===== config.mk =====
export PLATFORM = sky130hd
export DESIGN_NAME = fetch_stage_flat
export DESIGN_NICKNAME = d
export VERILOG_FILES = /design/src/rtl/fetch_stage_if.sv /design/src/rtl/fetch_stage.sv /design/src/flat_wrapper.sv
export SDC_FILE = /design/constraint.sdc
export NUM_CORES = 1
export LEC_CHECK = 0
export ABC_AREA = 1
export ABC_CLOCK_PERIOD_IN_PS = 1700
export CAP_MARGIN = 15
export CELL_PAD_IN_SITES_DETAIL_PLACEMENT = 0
export CELL_PAD_IN_SITES_GLOBAL_PLACEMENT = 1
export CORE_MARGIN = 3
export CORE_UTILIZATION = 28
export DETAILED_ROUTE_END_ITERATION = 16
export PLACE_DENSITY = 0.8
export SYNTH_ARGS = -nofsm -noshare
export SYNTH_HDL_FRONTEND = slang
export SYNTH_SLANG_ARGS = --single-unit

===== constraint.sdc =====
create_clock -name clk -period 1.7 [get_ports clk]
set_clock_uncertainty 0.1 [all_clocks]
set_input_delay 0.255 -clock clk [delete_from_list [all_inputs] [get_ports clk]]
set_output_delay 0.255 -clock clk [all_outputs]
set_load 0.01 [all_outputs]

===== src/rtl/fetch_stage_if.sv =====
// Bus between the fetch stage and its neighbours: hazard requests, redirect
// targets, instruction-memory port and the IF/ID register outputs.
// Ports: slave = fetch stage side, master = pipeline/memory side.
interface fetch_stage_if;
  logic        stall;
  logic        flush;
  logic [2:0]  pcsrc;
  logic        branch_taken;
  logic [31:0] branch_target;
  logic [25:0] jump_target;
  logic [31:0] jr_target;
  logic [31:0] imem_rdata;
  logic [31:0] imem_addr;
  logic [31:0] ifid_instr;
  logic [31:0] ifid_pc_plus4;
  logic        ifid_valid;
  logic [15:0] fetch_count;

  modport slave (
    input  stall, flush, pcsrc, branch_taken, branch_target, jump_target,
           jr_target, imem_rdata,
    output imem_addr, ifid_instr, ifid_pc_plus4, ifid_valid, fetch_count
  );

  modport master (
    output stall, flush, pcsrc, branch_taken, branch_target, jump_target,
           jr_target, imem_rdata,
    input  imem_addr, ifid_instr, ifid_pc_plus4, ifid_valid, fetch_count
  );
endinterface


===== src/rtl/fetch_stage.sv =====
// Instruction fetch: PC register, next-PC select, imem address, IF/ID register.
// Latency: imem_addr is combinational from pc; IF/ID loads one edge after fetch.
// Backpressure: stall freezes all state unless an exception vector is selected.
// Ports: clk, reset (async active-low), bus (fetch_stage_if.slave).
module fetch_stage #(
  parameter logic [31:0] RESET_PC  = 32'h8000_0000,
  parameter logic [31:0] ILLOP_VEC = 32'h8000_0004,
  parameter logic [31:0] XADR_VEC  = 32'h8000_0008
) (
  input  logic         clk,
  input  logic         reset,
  fetch_stage_if.slave bus
);

  logic [31:0] pc;
  logic [31:0] pc_plus4;
  logic [31:0] next_pc;
  logic [31:0] mode_bit;
  logic [31:0] instr_q;
  logic [31:0] pp4_q;
  logic        valid_q;
  logic [15:0] count_q;
  logic        exc;
  logic [31:0] vec;

  // Increment stays inside bits 30:0 so the kernel/user bit never flips.
  assign pc_plus4 = {pc[31], pc[30:0] + 31'd4};

  // Redirect targets inherit the current mode bit; only vectors enter kernel.
  assign mode_bit = {pc[31], 31'b0};

  always_comb begin
    next_pc = pc_plus4;
    case (bus.pcsrc)
      3'b001:  if (bus.branch_taken)
                 next_pc = (bus.branch_target & 32'h7FFF_FFFF) | mode_bit;
      3'b010:  next_pc = {pc_plus4[31:28], bus.jump_target, 2'b00};
      3'b011:  next_pc = (bus.jr_target & 32'h7FFF_FFFF) | mode_bit;
      default: next_pc = pc_plus4;
    endcase
  end

  assign exc = (bus.pcsrc == 3'b100) || (bus.pcsrc == 3'b101);
  assign vec = bus.pcsrc[0] ? XADR_VEC : ILLOP_VEC;

  always_ff @(posedge clk or negedge reset) begin
    if (!reset) begin
      pc      <= RESET_PC;
      instr_q <= 32'h0;
      pp4_q   <= 32'h0;
      valid_q <= 1'b0;
      count_q <= 16'h0;
    end else if (exc) begin
      // Exceptions win over stall; the bubble keeps pc+4 for the return address.
      pc      <= vec;
      instr_q <= 32'h0;
      pp4_q   <= pc_plus4;
      valid_q <= 1'b0;
    end else if (bus.stall) begin
      pc      <= pc;
    end else if (bus.flush) begin
      pc      <= next_pc;
      instr_q <= 32'h0;
      pp4_q   <= pc_plus4;
      valid_q <= 1'b0;
    end else begin
      pc      <= next_pc;
      instr_q <= bus.imem_rdata;
      pp4_q   <= pc_plus4;
      valid_q <= 1'b1;
      if (count_q != 16'hFFFF)
        count_q <= count_q + 16'd1;
    end
  end

  assign bus.imem_addr     = pc;
  assign bus.ifid_instr    = instr_q;
  assign bus.ifid_pc_plus4 = pp4_q;
  assign bus.ifid_valid    = valid_q;
  assign bus.fetch_count   = count_q;

endmodule


===== src/flat_wrapper.sv =====
// flat-port wrapper written by rule: the top's interface ports become plain ports
module fetch_stage_flat 
#(
  parameter logic [31:0] RESET_PC  = 32'h8000_0000,
  parameter logic [31:0] ILLOP_VEC = 32'h8000_0004,
  parameter logic [31:0] XADR_VEC  = 32'h8000_0008
)
  (clk, reset, bus_stall, bus_flush, bus_pcsrc, bus_branch_taken, bus_branch_target, bus_jump_target, bus_jr_target, bus_imem_rdata, bus_imem_addr, bus_ifid_instr, bus_ifid_pc_plus4, bus_ifid_valid, bus_fetch_count);
  fetch_stage_if bus_i ();
  input  logic clk;
  input  logic reset;
  input wire logic [$bits(bus_i.stall)-1:0] bus_stall;
  input wire logic [$bits(bus_i.flush)-1:0] bus_flush;
  input wire logic [$bits(bus_i.pcsrc)-1:0] bus_pcsrc;
  input wire logic [$bits(bus_i.branch_taken)-1:0] bus_branch_taken;
  input wire logic [$bits(bus_i.branch_target)-1:0] bus_branch_target;
  input wire logic [$bits(bus_i.jump_target)-1:0] bus_jump_target;
  input wire logic [$bits(bus_i.jr_target)-1:0] bus_jr_target;
  input wire logic [$bits(bus_i.imem_rdata)-1:0] bus_imem_rdata;
  output wire logic [$bits(bus_i.imem_addr)-1:0] bus_imem_addr;
  output wire logic [$bits(bus_i.ifid_instr)-1:0] bus_ifid_instr;
  output wire logic [$bits(bus_i.ifid_pc_plus4)-1:0] bus_ifid_pc_plus4;
  output wire logic [$bits(bus_i.ifid_valid)-1:0] bus_ifid_valid;
  output wire logic [$bits(bus_i.fetch_count)-1:0] bus_fetch_count;
  assign bus_i.stall = bus_stall;
  assign bus_i.flush = bus_flush;
  assign bus_i.pcsrc = bus_pcsrc;
  assign bus_i.branch_taken = bus_branch_taken;
  assign bus_i.branch_target = bus_branch_target;
  assign bus_i.jump_target = bus_jump_target;
  assign bus_i.jr_target = bus_jr_target;
  assign bus_i.imem_rdata = bus_imem_rdata;
  assign bus_imem_addr = bus_i.imem_addr;
  assign bus_ifid_instr = bus_i.ifid_instr;
  assign bus_ifid_pc_plus4 = bus_i.ifid_pc_plus4;
  assign bus_ifid_valid = bus_i.ifid_valid;
  assign bus_fetch_count = bus_i.fetch_count;
  fetch_stage #(.RESET_PC(RESET_PC), .ILLOP_VEC(ILLOP_VEC), .XADR_VEC(XADR_VEC)) u_core (.clk(clk), .reset(reset), .bus(bus_i));
endmodule

==> impl_metrics.env, run 1 <==
export IMPL_rsz0062_at_grt="yes"
export IMPL_tightest_slew_ns=0.605
export IMPL_drt_iter0_drc=271
export IMPL_setup_viol=3
export IMPL_syn_num_nets=940
export IMPL_maxCapViolCount=0
export IMPL_grt_ovfl_total=0
export IMPL_power_w=0.00934
export IMPL_p_switching_w=0.00257
export IMPL_synthArstFlopShare=1.00
export IMPL_die_x_um=154
export IMPL_relSlewSlack=0.597
export IMPL_crit_chain="ha_4 -> nand2_4 -> nor2_4 -> nand2_2 -> nor2_4 -> xor2_2 -> buf_4 -> nand2_2 -> nand2_1"
export IMPL_crit_fanout=5
export IMPL_clkTransAtPathRegs_ns=0.05
export IMPL_arrival_ns=1.97
export IMPL_outcome="finished, violations left"
export IMPL_avgSynthCellArea_sq_um=7.58
export IMPL_rows=53
export IMPL_required_ns=1.95
export IMPL_grt_pass1_vias=6288
export IMPL_hp_class="in2reg"
export IMPL_clock_sinks=113
export IMPL_fill_cells=2058
export IMPL_p_leak_nw=5.31
export IMPL_dp_slack_ns=-0.374
export IMPL_cts_buffers=17
export IMPL_ys_seq_elements=113
export IMPL_pwr_share_comb=0.236
export IMPL_antenna_found_initial=0
export IMPL_drc_errors=0
export IMPL_start_kind="register"
export IMPL_vias=6368
export IMPL_clockPowerShare=0.418
export IMPL_grt_max_degree=66
export IMPL_area_growth_pct=70.5
export IMPL_diodes=0
export IMPL_grt_pass1_wl_um=34100
export IMPL_met2_usage=0.296
export IMPL_dpl_hpwl_um=16500
export IMPL_drv_slew=0
export IMPL_clock_fmax_ghz=0.581
export IMPL_dr_pass1_iters=4
export IMPL_clockRootBuffer="clkbuf_16"
export IMPL_power_density_nw_per_um2=895
export IMPL_switching_share=0.275
export IMPL_h_tree_depth=4
export IMPL_via_per_inst=4.52
export IMPL_wl_per_cell_um=15.6
export IMPL_insertion_delay_ns=0.41
export IMPL_cp_slowest_stage_delay_ns=0.42
export IMPL_io_buffers=240
export IMPL_synthCells=808
export IMPL_drive_gt1_frac=0.200
export IMPL_cts_tree="yes"
export IMPL_top_usage_layer="met2"
export IMPL_ios=243
export IMPL_synth_seq_area_share=0.462
export IMPL_die_h_um=154
export IMPL_postRouteAntennaNets=0
export IMPL_ys_warn_count=0
export IMPL_min_period_over_period=1.01
export IMPL_use_met1=0.238
export IMPL_use_met3=0.0507
export IMPL_ir_drop_v=0.000444
export IMPL_synth_edf_count=0
export IMPL_gp_congestion=0.892
export IMPL_dieArea_sq_um=23700
export IMPL_critPathKind="reg2reg"
export IMPL_finalHoldViolCount=0
export IMPL_cp_end_kind="register"
export IMPL_setup_slack_ns=-0.0198
export IMPL_fin_util=0.492
export IMPL_start_util=0.289
export IMPL_seqPwrFrac=0.346
export IMPL_critPathSlowestCell="dfrtp_1"
export IMPL_routed_wl_um=22000
export IMPL_synth_cell_types=34
export IMPL_violations="setup timing"
export IMPL_clockBufferDepth=2
export IMPL_intPower_w=0.00677
export IMPL_synthFlopType="dfrtp_1"
export IMPL_post_route_min_period_ns=1.72
export IMPL_syn_area_sq_um=6120
export IMPL_core_area_sq_um=21200
export IMPL_grt_use_total=0.182
export IMPL_layout_nets=1252
-- stage by stage --
step | std cells | hold slack, ns | instance area (sq um) | setup TNS [ns]
5_1_grt | 1408 | 0.318 | 10400 | -1.81
3_3_place_gp | 1361 | 0.193 | 9330 | -14.28
4_1_cts | 1402 | 0.323 | 10000 | 0
2_1_floorplan | 808 | -0.141 | 6130 | 0
6_report | 1408 | 0.269 | 10400 | -0.0344
3_5_place_dp | 1361 | 0.196 | 9330 | -18.10
-- power by group through the flow --
stage | registers, W | clock network (W) | logic [W]
2_1_floorplan | 0.00339 | 0 | 0.000664
3_3_place_gp | 0.00326 | 0 | 0.00219
3_5_place_dp | 0.00326 | 0 | 0.00221
4_1_cts | 0.00320 | 0.00400 | 0.00215
5_1_grt | 0.00328 | 0.00411 | 0.00242
6_report | 0.00323 | 0.00391 | 0.00221
-- state kept, by name, summed over array words and instances (netlist names) --
signal and count:
u_core.bus.ifid_valid 1, u_core.bus.ifid_instr 32, u_core.bus.ifid_pc_plus4 32, u_core.bus.imem_addr 32
u_core.bus.fetch_count 16
-- worst paths after layout --
kind	start	slack, ns	cells after the start	endpoint
min in group asynchronous	reset	0.30	3	u_core.bus.ifid_instr[26]
max	u_core.bus.imem_addr[3]	-0.02	9	u_core.bus.ifid_pc_plus4[18]
max reg2reg	u_core.bus.imem_addr[3]	-0.02	9	u_core.bus.ifid_pc_plus4[18]
max in group asynchronous	reset	0.61	3	u_core.bus.fetch_count[3]
min reg2reg	u_core.bus.ifid_pc_plus4[3]	0.37	2	u_core.bus.ifid_pc_plus4[3]
min	bus_pcsrc[0]	0.27	3	u_core.bus.imem_addr[2]
-- cell usage after synthesis, types with 2 or more instances --
library cell	count	area [sq um]
xor2_1	14	123
clkbuf_1	6	22.5
inv_2	7	26.3
a31oi_1	5	31.3
buf_2	20	100
nor2_4	6	67.6
inv_1	40	150
nand2_2	7	43.8
buf_4	4	30.0
nand4_1	5	31.3
o21ai_1	13	65.1
a22o_1	35	307
nor2_2	4	25.0
nand3_1	43	215
ha_1	2	25.0
and2_1	3	18.8
o211ai_1	2	15.0
a22oi_1	3	22.5
nor3_1	4	20.0
nor2_1	54	203
buf_6	4	45.0
nand2_1	348	1310
o21ai_0	28	140
nor3_2	3	30.0
dfrtp_1	112	2800
xnor2_1	4	35.0
a21oi_1	22	110
nand3b_1	3	22.5
or2_2	2	12.5
-- repair_timing --
item,CTS,global route
gates cloned,0,1
resized for setup,70,120
setup endpoints to repair,74,78
hold buffers,1,0
setup buffers,8,5
pin swaps,1,20
endpoints found under the hold margin,112,0
-- area by class of cell --
| cell class | count | area (sq um) | share of cell area |
|---|---|---|---|
| Multi-Input combinational cell | 614 | 3240 | 0.311 |
| Clock inverter | 9 | 151 | 0.0145 |
| Timing Repair Buffer | 327 | 3190 | 0.305 |
| Inverter | 47 | 179 | 0.0171 |
| Clock buffer | 23 | 498 | 0.0477 |
| Sequential cell | 113 | 2840 | 0.272 |
| Tap cell | 275 | 344 | 0.0330 |
-- cells by family after synthesis --
family / Yosys count / synth area share
AO/OA/AOI/OAI: 109 / 0.115
XOR/XNOR: 18 / 0.0258
adder cells (fa/ha/maj): 2 / 0.00409
buffers and inverters: 81 / 0.0611
flip-flops: 113 / 0.462
AND/OR/NAND/NOR: 485 / 0.331
-- layer usage --
layer | vias to the layer above | wire length [um]
met2 | 229 | 10400
met1 | 2881 | 9720
met4 | 0 | 431
met5 | - | 0
li1 | 3228 | -
met3 | 30 | 1520
-- critical path, delay by kind of cell (launching register included) --
family	cells	cell delay (ns)
xor gates and xnor gates	1	0.20
adders and majority gates	1	0.18
and+or+nand+nor	6	0.61
buffers and inverters	1	0.14
DFF	1	0.42
-- cell usage in the layout (no fill, tap or decap), drive strengths merged, types with 2 or more instances in the layout --
master         synthesis  layout
ha                     2       2
a31oi                  5       5
xor2                  14      14
nand2                356     356
bufinv                 0       4
a22oi                  3       3
nor2                  64      64
dfrtp                112     112
nor3                   8       8
dlygate4sd2            0      54
nand3                 43      43
buf                   28      87
clkdlybuf4s50          0     154
or2                    2       2
clkinv                 0       4
nand4                  5       5
nand3b                 3       3
o211ai                 2       2
clkbuf                 6      25
inv                   47      47
a22o                  35      35
dlymetal6s2s           0      28
o21ai                 41      41
and2                   3       3
a21oi                 23      23
xnor2                  4       4
Note: power is estimated with default switching activity, not from simulation.
==> run 2, diff against run 1 <==
--- a/config.mk
+++ b/config.mk
@@ -10,10 +10,12 @@
 export CAP_MARGIN = 15
 export CELL_PAD_IN_SITES_DETAIL_PLACEMENT = 0
 export CELL_PAD_IN_SITES_GLOBAL_PLACEMENT = 1
+export CORE_ASPECT_RATIO = 0.9
 export CORE_MARGIN = 3
 export CORE_UTILIZATION = 28
 export DETAILED_ROUTE_END_ITERATION = 16
 export PLACE_DENSITY = 0.8
+export SETUP_SLACK_MARGIN = 0.02
 export SYNTH_ARGS = -nofsm -noshare
 export SYNTH_HDL_FRONTEND = slang
 export SYNTH_SLANG_ARGS = --single-unit
==> impl_metrics.env, run 2 (synthesis gave the netlist of run 1 again) <==
export IMPL_outcome="completed"
export IMPL_grt_pass1_wl_um=34200
export IMPL_area_growth_pct=68.3
export IMPL_die_h_um=146
export IMPL_ff2ff_path_depth=9
export IMPL_dpl_hpwl_um=16700
export IMPL_grt_max_degree=33
export IMPL_rows=50
export IMPL_cts_tree="yes"
export IMPL_power_density_nw_per_um2=878
export IMPL_crit_fanout=3
export IMPL_timing_rr_end="u_core.bus.imem_addr[12]"
export IMPL_dr_pass1_iters=4
export IMPL_final_common_cell="nand2_1"
export IMPL_tightest_slew_ns=0.369
export IMPL_clkTransAtPathRegs_ns=0.06
export IMPL_antenna_found_initial=0
export IMPL_arrival_ns=1.94
export IMPL_drc_errors=0
export IMPL_finalHoldViolCount=0
export IMPL_min_period_over_period=0.987
export IMPL_post_route_min_period_ns=1.68
export IMPL_dpl_cell_area_sq_um=9420
export IMPL_stdcell_count=1419
export IMPL_insertion_delay_ns=0.42
export IMPL_clock_fmax_ghz=0.596
export IMPL_grt_pass1_vias=6331
export IMPL_setup_viol=0
export IMPL_gp_congestion=0.875
export IMPL_cp_end_kind="register"
export IMPL_die_x_um=162
export IMPL_drt_iter0_drc=287
export IMPL_met2_usage=0.295
export IMPL_postRouteAntennaNets=0
export IMPL_relSlewSlack=0.754
export IMPL_drive_gt1_frac=0.191
export IMPL_clock_sinks=113
export IMPL_top_usage_layer="met2"
export IMPL_p_leak_nw=5.24
export IMPL_cts_buffers=17
export IMPL_setup_slack_ns=0.0221
export IMPL_dp_cells=1375
export IMPL_ios=243
export IMPL_via_per_inst=4.53
export IMPL_critPathKind="reg2reg"
export IMPL_layout_nets=1252
export IMPL_grt_ovfl_total=0
export IMPL_design_area_sq_um=10300
export IMPL_maxCapViolCount=0
export IMPL_wl_per_cell_um=15.4
export IMPL_clockRootBuffer="clkbuf_16"
export IMPL_clockBufferDepth=2
export IMPL_io_buffers=240
export IMPL_vias=6428
export IMPL_use_met3=0.0661
export IMPL_routed_wl_um=21900
export IMPL_hp_class="in2async"
export IMPL_required_ns=1.96
export IMPL_start_kind="register"
export IMPL_whs_ns=0.183
export IMPL_ir_drop_v=0.000478
export IMPL_core_area_sq_um=21100
export IMPL_dieArea_sq_um=23700
export IMPL_reg2reg_from="u_core.bus.imem_addr[2]"
export IMPL_use_met1=0.237
export IMPL_drv_slew=0
export IMPL_grt_use_total=0.183
export IMPL_dp_slack_ns=-0.414
export IMPL_diodes=0
export IMPL_layout_common_cells="331 x nand2_1, 125 x clkdlybuf4s50_1, 105 x dfrtp_1"
export IMPL_regToRegSetupSlack_ns=0.02
export IMPL_start_util=0.290
export IMPL_h_tree_depth=4
export IMPL_rsz0062_at_grt="yes"
-- run 2: cell types whose count changed in the layout (fill, tap and decap cells not counted), sizes merged, moves of 5 or more --
cell | before | now
dlygate4sd2 | 54 | 91
dlymetal6s2s | 28 | 15
clkbuf | 25 | 19
clkdlybuf4s15 | 1 | 6
clkinv | 4 | 9
clkdlybuf4s50 | 154 | 125
-- run 2: what timing repair did --
action,in CTS,in global routing
hold buffers,1,0
gates resized for setup,111,92
setup buffers,5,7
endpoints found under the setup margin,109,67
pin swaps,2,27
hold endpoints to repair,100,0
-- run 2: where the power goes --
| group | switching (W) | internal, W |
|---|---|---|
| combinational | 0.00107 | 0.00109 |
| sequential | 0.000235 | 0.00298 |
| clock | 0.00133 | 0.00233 |
| total | 0.00264 | 0.00640 |
-- run 2: layout make-up --
class                           count  area, sq um
Timing Repair Buffer              327         3130
Clock inverter                     14          165
Multi-Input combinational cell    614         3190
Clock buffer                       18          439
Tap cell                          286          358
Sequential cell                   113         2840
Inverter                           47          176
Fill cell                        2139        10800
-- run 2: per-stage QoR --
stage	util	total power, W	TNS, ns
CTS	0.472	0.00904	-0.00315
detailed placement	0.445	0.00548	-23.64
global route	0.487	0.00951	-0.737
floorplan	-	0.00405	0
global placement	0.445	0.00546	-21.83
finish	0.487	0.00904	0
-- run 2: layer usage --
metal | part of all wire | up-vias
met2 | 0.46 | 205
met4 | 0.0089 | 0
li1 | - | 3239
met3 | 0.084 | 19
met1 | 0.45 | 2965
met5 | 0 | -
-- run 2: worst max-delay path: stages, from the launching register on --
cell and delay (ns):
dfrtp_1 0.35, ha_2 0.20, nand2_2 0.07, nor2_4 0.15, nand3b_1 0.22, xnor2_1 0.27
nand2_1 0.09, nand2_1 0.06, nand2_1 0.04, nand2_1 0.06
-- run 2: worst max-delay path by stage --
| stage | cells past startpoint | end | startpoint | slack [ns] |
|---|---|---|---|---|
| 4_1_cts | 10 | u_core.bus.imem_addr[18] | u_core.bus.imem_addr[2] | -0.003 |
| 2_1_floorplan | 10 | u_core.bus.imem_addr[18] | u_core.bus.imem_addr[2] | 0.02 |
| 3_3_place_gp | 11 | u_core.bus.imem_addr[16] | bus_pcsrc[1] | -0.35 |
| 5_1_grt | 11 | u_core.bus.imem_addr[20] | u_core.bus.imem_addr[2] | -0.10 |
| 3_5_place_dp | 9 | u_core.bus.imem_addr[5] | bus_pcsrc[1] | -0.41 |
| 6_report | 9 | u_core.bus.imem_addr[12] | u_core.bus.imem_addr[2] | 0.02 |
==> run 3, diff against run 2 <==
--- a/config.mk
+++ b/config.mk
@@ -5,16 +5,15 @@
 export SDC_FILE = /design/constraint.sdc
 export NUM_CORES = 1
 export LEC_CHECK = 0
-export ABC_AREA = 1
 export ABC_CLOCK_PERIOD_IN_PS = 1700
 export CAP_MARGIN = 15
 export CELL_PAD_IN_SITES_DETAIL_PLACEMENT = 0
 export CELL_PAD_IN_SITES_GLOBAL_PLACEMENT = 1
 export CORE_ASPECT_RATIO = 0.9
 export CORE_MARGIN = 3
-export CORE_UTILIZATION = 28
+export CORE_UTILIZATION = 29
 export DETAILED_ROUTE_END_ITERATION = 16
-export PLACE_DENSITY = 0.8
+export PLACE_DENSITY = 0.79
 export SETUP_SLACK_MARGIN = 0.02
 export SYNTH_ARGS = -nofsm -noshare
 export SYNTH_HDL_FRONTEND = slang
==> impl_metrics.env, run 3 <==
export IMPL_outcome="finished, violations left"
export IMPL_violations="setup timing"
export IMPL_synth_top_area_cell="dfrtp_1"
export IMPL_tightest_slew_ns=0.477
export IMPL_synth_compound_area_share=0.194
export IMPL_synthFlopType="dfrtp_1"
export IMPL_yosys_area_share_simple=0.182
export IMPL_ios=243
export IMPL_synth_edf_count=0
export IMPL_fin_util=0.558
export IMPL_vias=6440
export IMPL_synth_area_leaders="dfrtp_1 47%, a22o_1 5.5%, nand2_1 5.2%"
export IMPL_routed_wl_um=24400
export IMPL_dpl_cell_area_sq_um=9680
export IMPL_drive_gt1_frac=0.331
export IMPL_maxCapViolCount=0
export IMPL_synth_cell_types=62
export IMPL_insertion_delay_ns=0.41
export IMPL_synth_top_area_frac=0.472
export IMPL_clock_fmax_ghz=0.529
export IMPL_finalHoldViolCount=0
export IMPL_io_buffers=240
export IMPL_postRouteAntennaNets=0
export IMPL_area_growth_pct=88.5
export IMPL_stdcell_count=1270
export IMPL_dp_cells=1201
export IMPL_critPathKind="reg2reg"
export IMPL_grt_ovfl_total=0
export IMPL_drc_errors=0
export IMPL_dpl_hpwl_um=18000
export IMPL_setup_viol=35
export IMPL_synthArstFlopShare=1.00
export IMPL_hp_class="in2async"
export IMPL_die_h_um=142
export IMPL_start_kind="register"
export IMPL_muxShareOfSynthArea=0.0463
export IMPL_core_area_sq_um=20000
export IMPL_syn_num_nets=743
export IMPL_power_w=0.00971
export IMPL_clockBufferDepth=2
export IMPL_clkTransAtPathRegs_ns=0.06
export IMPL_grt_pass1_vias=6421
export IMPL_syn_area_sq_um=5940
export IMPL_ir_drop_v=0.000555
export IMPL_final_common_cell="buf_4"
export IMPL_synthXorXnorAreaFrac=0.0619
export IMPL_dieArea_sq_um=22200
export IMPL_grt_use_total=0.212
export IMPL_synth_top_family_by_area="compound AO/OA/AOI/OAI gates"
export IMPL_antenna_found_initial=0
export IMPL_ys_warn_count=0
export IMPL_wl_per_cell_um=19.2
export IMPL_ys_seq_elements=113
export IMPL_dr_pass1_iters=5
export IMPL_synth_adder_area_share=0.00421
export IMPL_power_density_nw_per_um2=868
export IMPL_cts_tree="yes"
export IMPL_grt_pass1_wl_um=36800
export IMPL_arrival_ns=2.13
export IMPL_setup_slack_ns=-0.192
export IMPL_diodes=0
export IMPL_regToRegSetupSlack_ns=-0.19
export IMPL_via_per_inst=5.07
export IMPL_design_area_sq_um=11200
export IMPL_h_tree_depth=4
export IMPL_cts_buffers=17
export IMPL_rsz0062_at_grt="yes"
export IMPL_die_x_um=157
export IMPL_avgSynthCellArea_sq_um=9.72
export IMPL_crit_fanout=6
export IMPL_drv_slew=0
export IMPL_min_period_over_period=1.11
export IMPL_synth_seq_area_share=0.476
export IMPL_clockRootBuffer="clkbuf_16"
export IMPL_required_ns=1.94
export IMPL_synthCells=611
export IMPL_cp_end_kind="register"
export IMPL_layout_common_cells="142 x buf_4, 123 x clkdlybuf4s50_1, 101 x dfrtp_1"
export IMPL_layout_nets=1134
export IMPL_clock_sinks=113
export IMPL_grt_max_degree=38
export IMPL_start_util=0.296
export IMPL_p_leak_nw=5.49
export IMPL_yosysMostFrequentCell="dfrtp_1"
export IMPL_post_route_min_period_ns=1.89
export IMPL_relSlewSlack=0.681
export IMPL_rows=49
export IMPL_drt_iter0_drc=474
export IMPL_gp_congestion=0.915
export IMPL_synthTopCellsByCount="112 x dfrtp_1, 82 x nand2_1, 49 x o21ai_0, 42 x nor2_1, 37 x a22o_1"
## run 3: cell count changes in the layout (fill, tap and decap cells not counted), sizes merged, moves of 9 or more
cell	delta
mux2	+12
inv	-39
mux2i	+14
o21ai	+15
nor2	-22
nand2	-274
xor2	+9
xnor2	+15
buf	+93
nand3	-21
## run 3: cell families after synthesis
logic type | Yosys count
flip-flops | 113
AND/OR/NAND/NOR | 211
multiplexers | 26
buffers and inverters | 51
AO/OA/AOI/OAI | 166
XOR/XNOR | 42
adder cells (fa/ha/maj) | 2
## run 3: where the power goes
group	switching, W	internal, W	leakage [nW]
clock	0.00140	0.00236	0.297
sequential	0.000224	0.00301	1.46
combinational	0.00128	0.00143	3.74
## run 3: area by class of cell
cell class / count / area (sq um)
Clock buffer: 18 / 439
Clock inverter: 14 / 180
Fill cell: 1744 / 8850
Inverter: 6 / 22.5
Multi-Input combinational cell: 447 / 3560
Sequential cell: 113 / 2840
Tap cell: 255 / 319
Timing Repair Buffer: 417 / 3840
## run 3: routing by layer
metal / GRT usage / routed length (um) / vias up
met2: 0.328 / 11600 / 243
met5: 0 / 0 / -
met1: 0.303 / 11000 / 3163
met4: 0.0548 / 294 / 0
met3: 0.0436 / 1480 / 19
li1: - / - / 3015
## run 3: what timing repair did
| item | CTS | global route |
|---|---|---|
| hold endpoints to repair | 22 | 0 |
| cloned | 0 | 2 |
| gates resized for setup | 183 | 98 |
| setup endpoints to repair | 141 | 118 |
| buffers inserted | 18 | 19 |
| hold buffers | 1 | 0 |
| pin swaps | 34 | 52 |
## run 3: final timing paths
kind,endpoint,depth (start not counted),startpoint
setup / recovery,u_core.bus.ifid_pc_plus4[29],7,u_core.bus.imem_addr[9]
hold / removal,u_core.bus.fetch_count[14],2,reset
setup reg to reg,u_core.bus.ifid_pc_plus4[29],7,u_core.bus.imem_addr[9]
hold reg to reg,u_core.bus.ifid_pc_plus4[31],2,u_core.bus.ifid_pc_plus4[31]
max in group asynchronous,u_core.bus.imem_addr[12],3,reset
min in group clk,u_core.bus.imem_addr[5],4,bus_pcsrc[1]
## run 3: per-stage QoR
step / worst slack, ns / setup TNS (ns) / hold slack [ns]
finish: -0.192 / -2.77 / 0.202
global route: -0.256 / -6.04 / 0.222
CTS: -0.174 / -1.69 / 0.195
detailed placement: -0.511 / -35.96 / 0.109
global placement: -0.457 / -33.74 / 0.104
floorplan: -0.166 / -0.952 / -0.141
## run 3: critical path, cell delays in order (launching register included)
cell     delay [ns]
dfrtp_1        0.41
nand4_4        0.15
buf_6          0.16
nor4_4         0.24
buf_6          0.20
nand4_1        0.21
xor2_1         0.22
o21ai_1        0.12
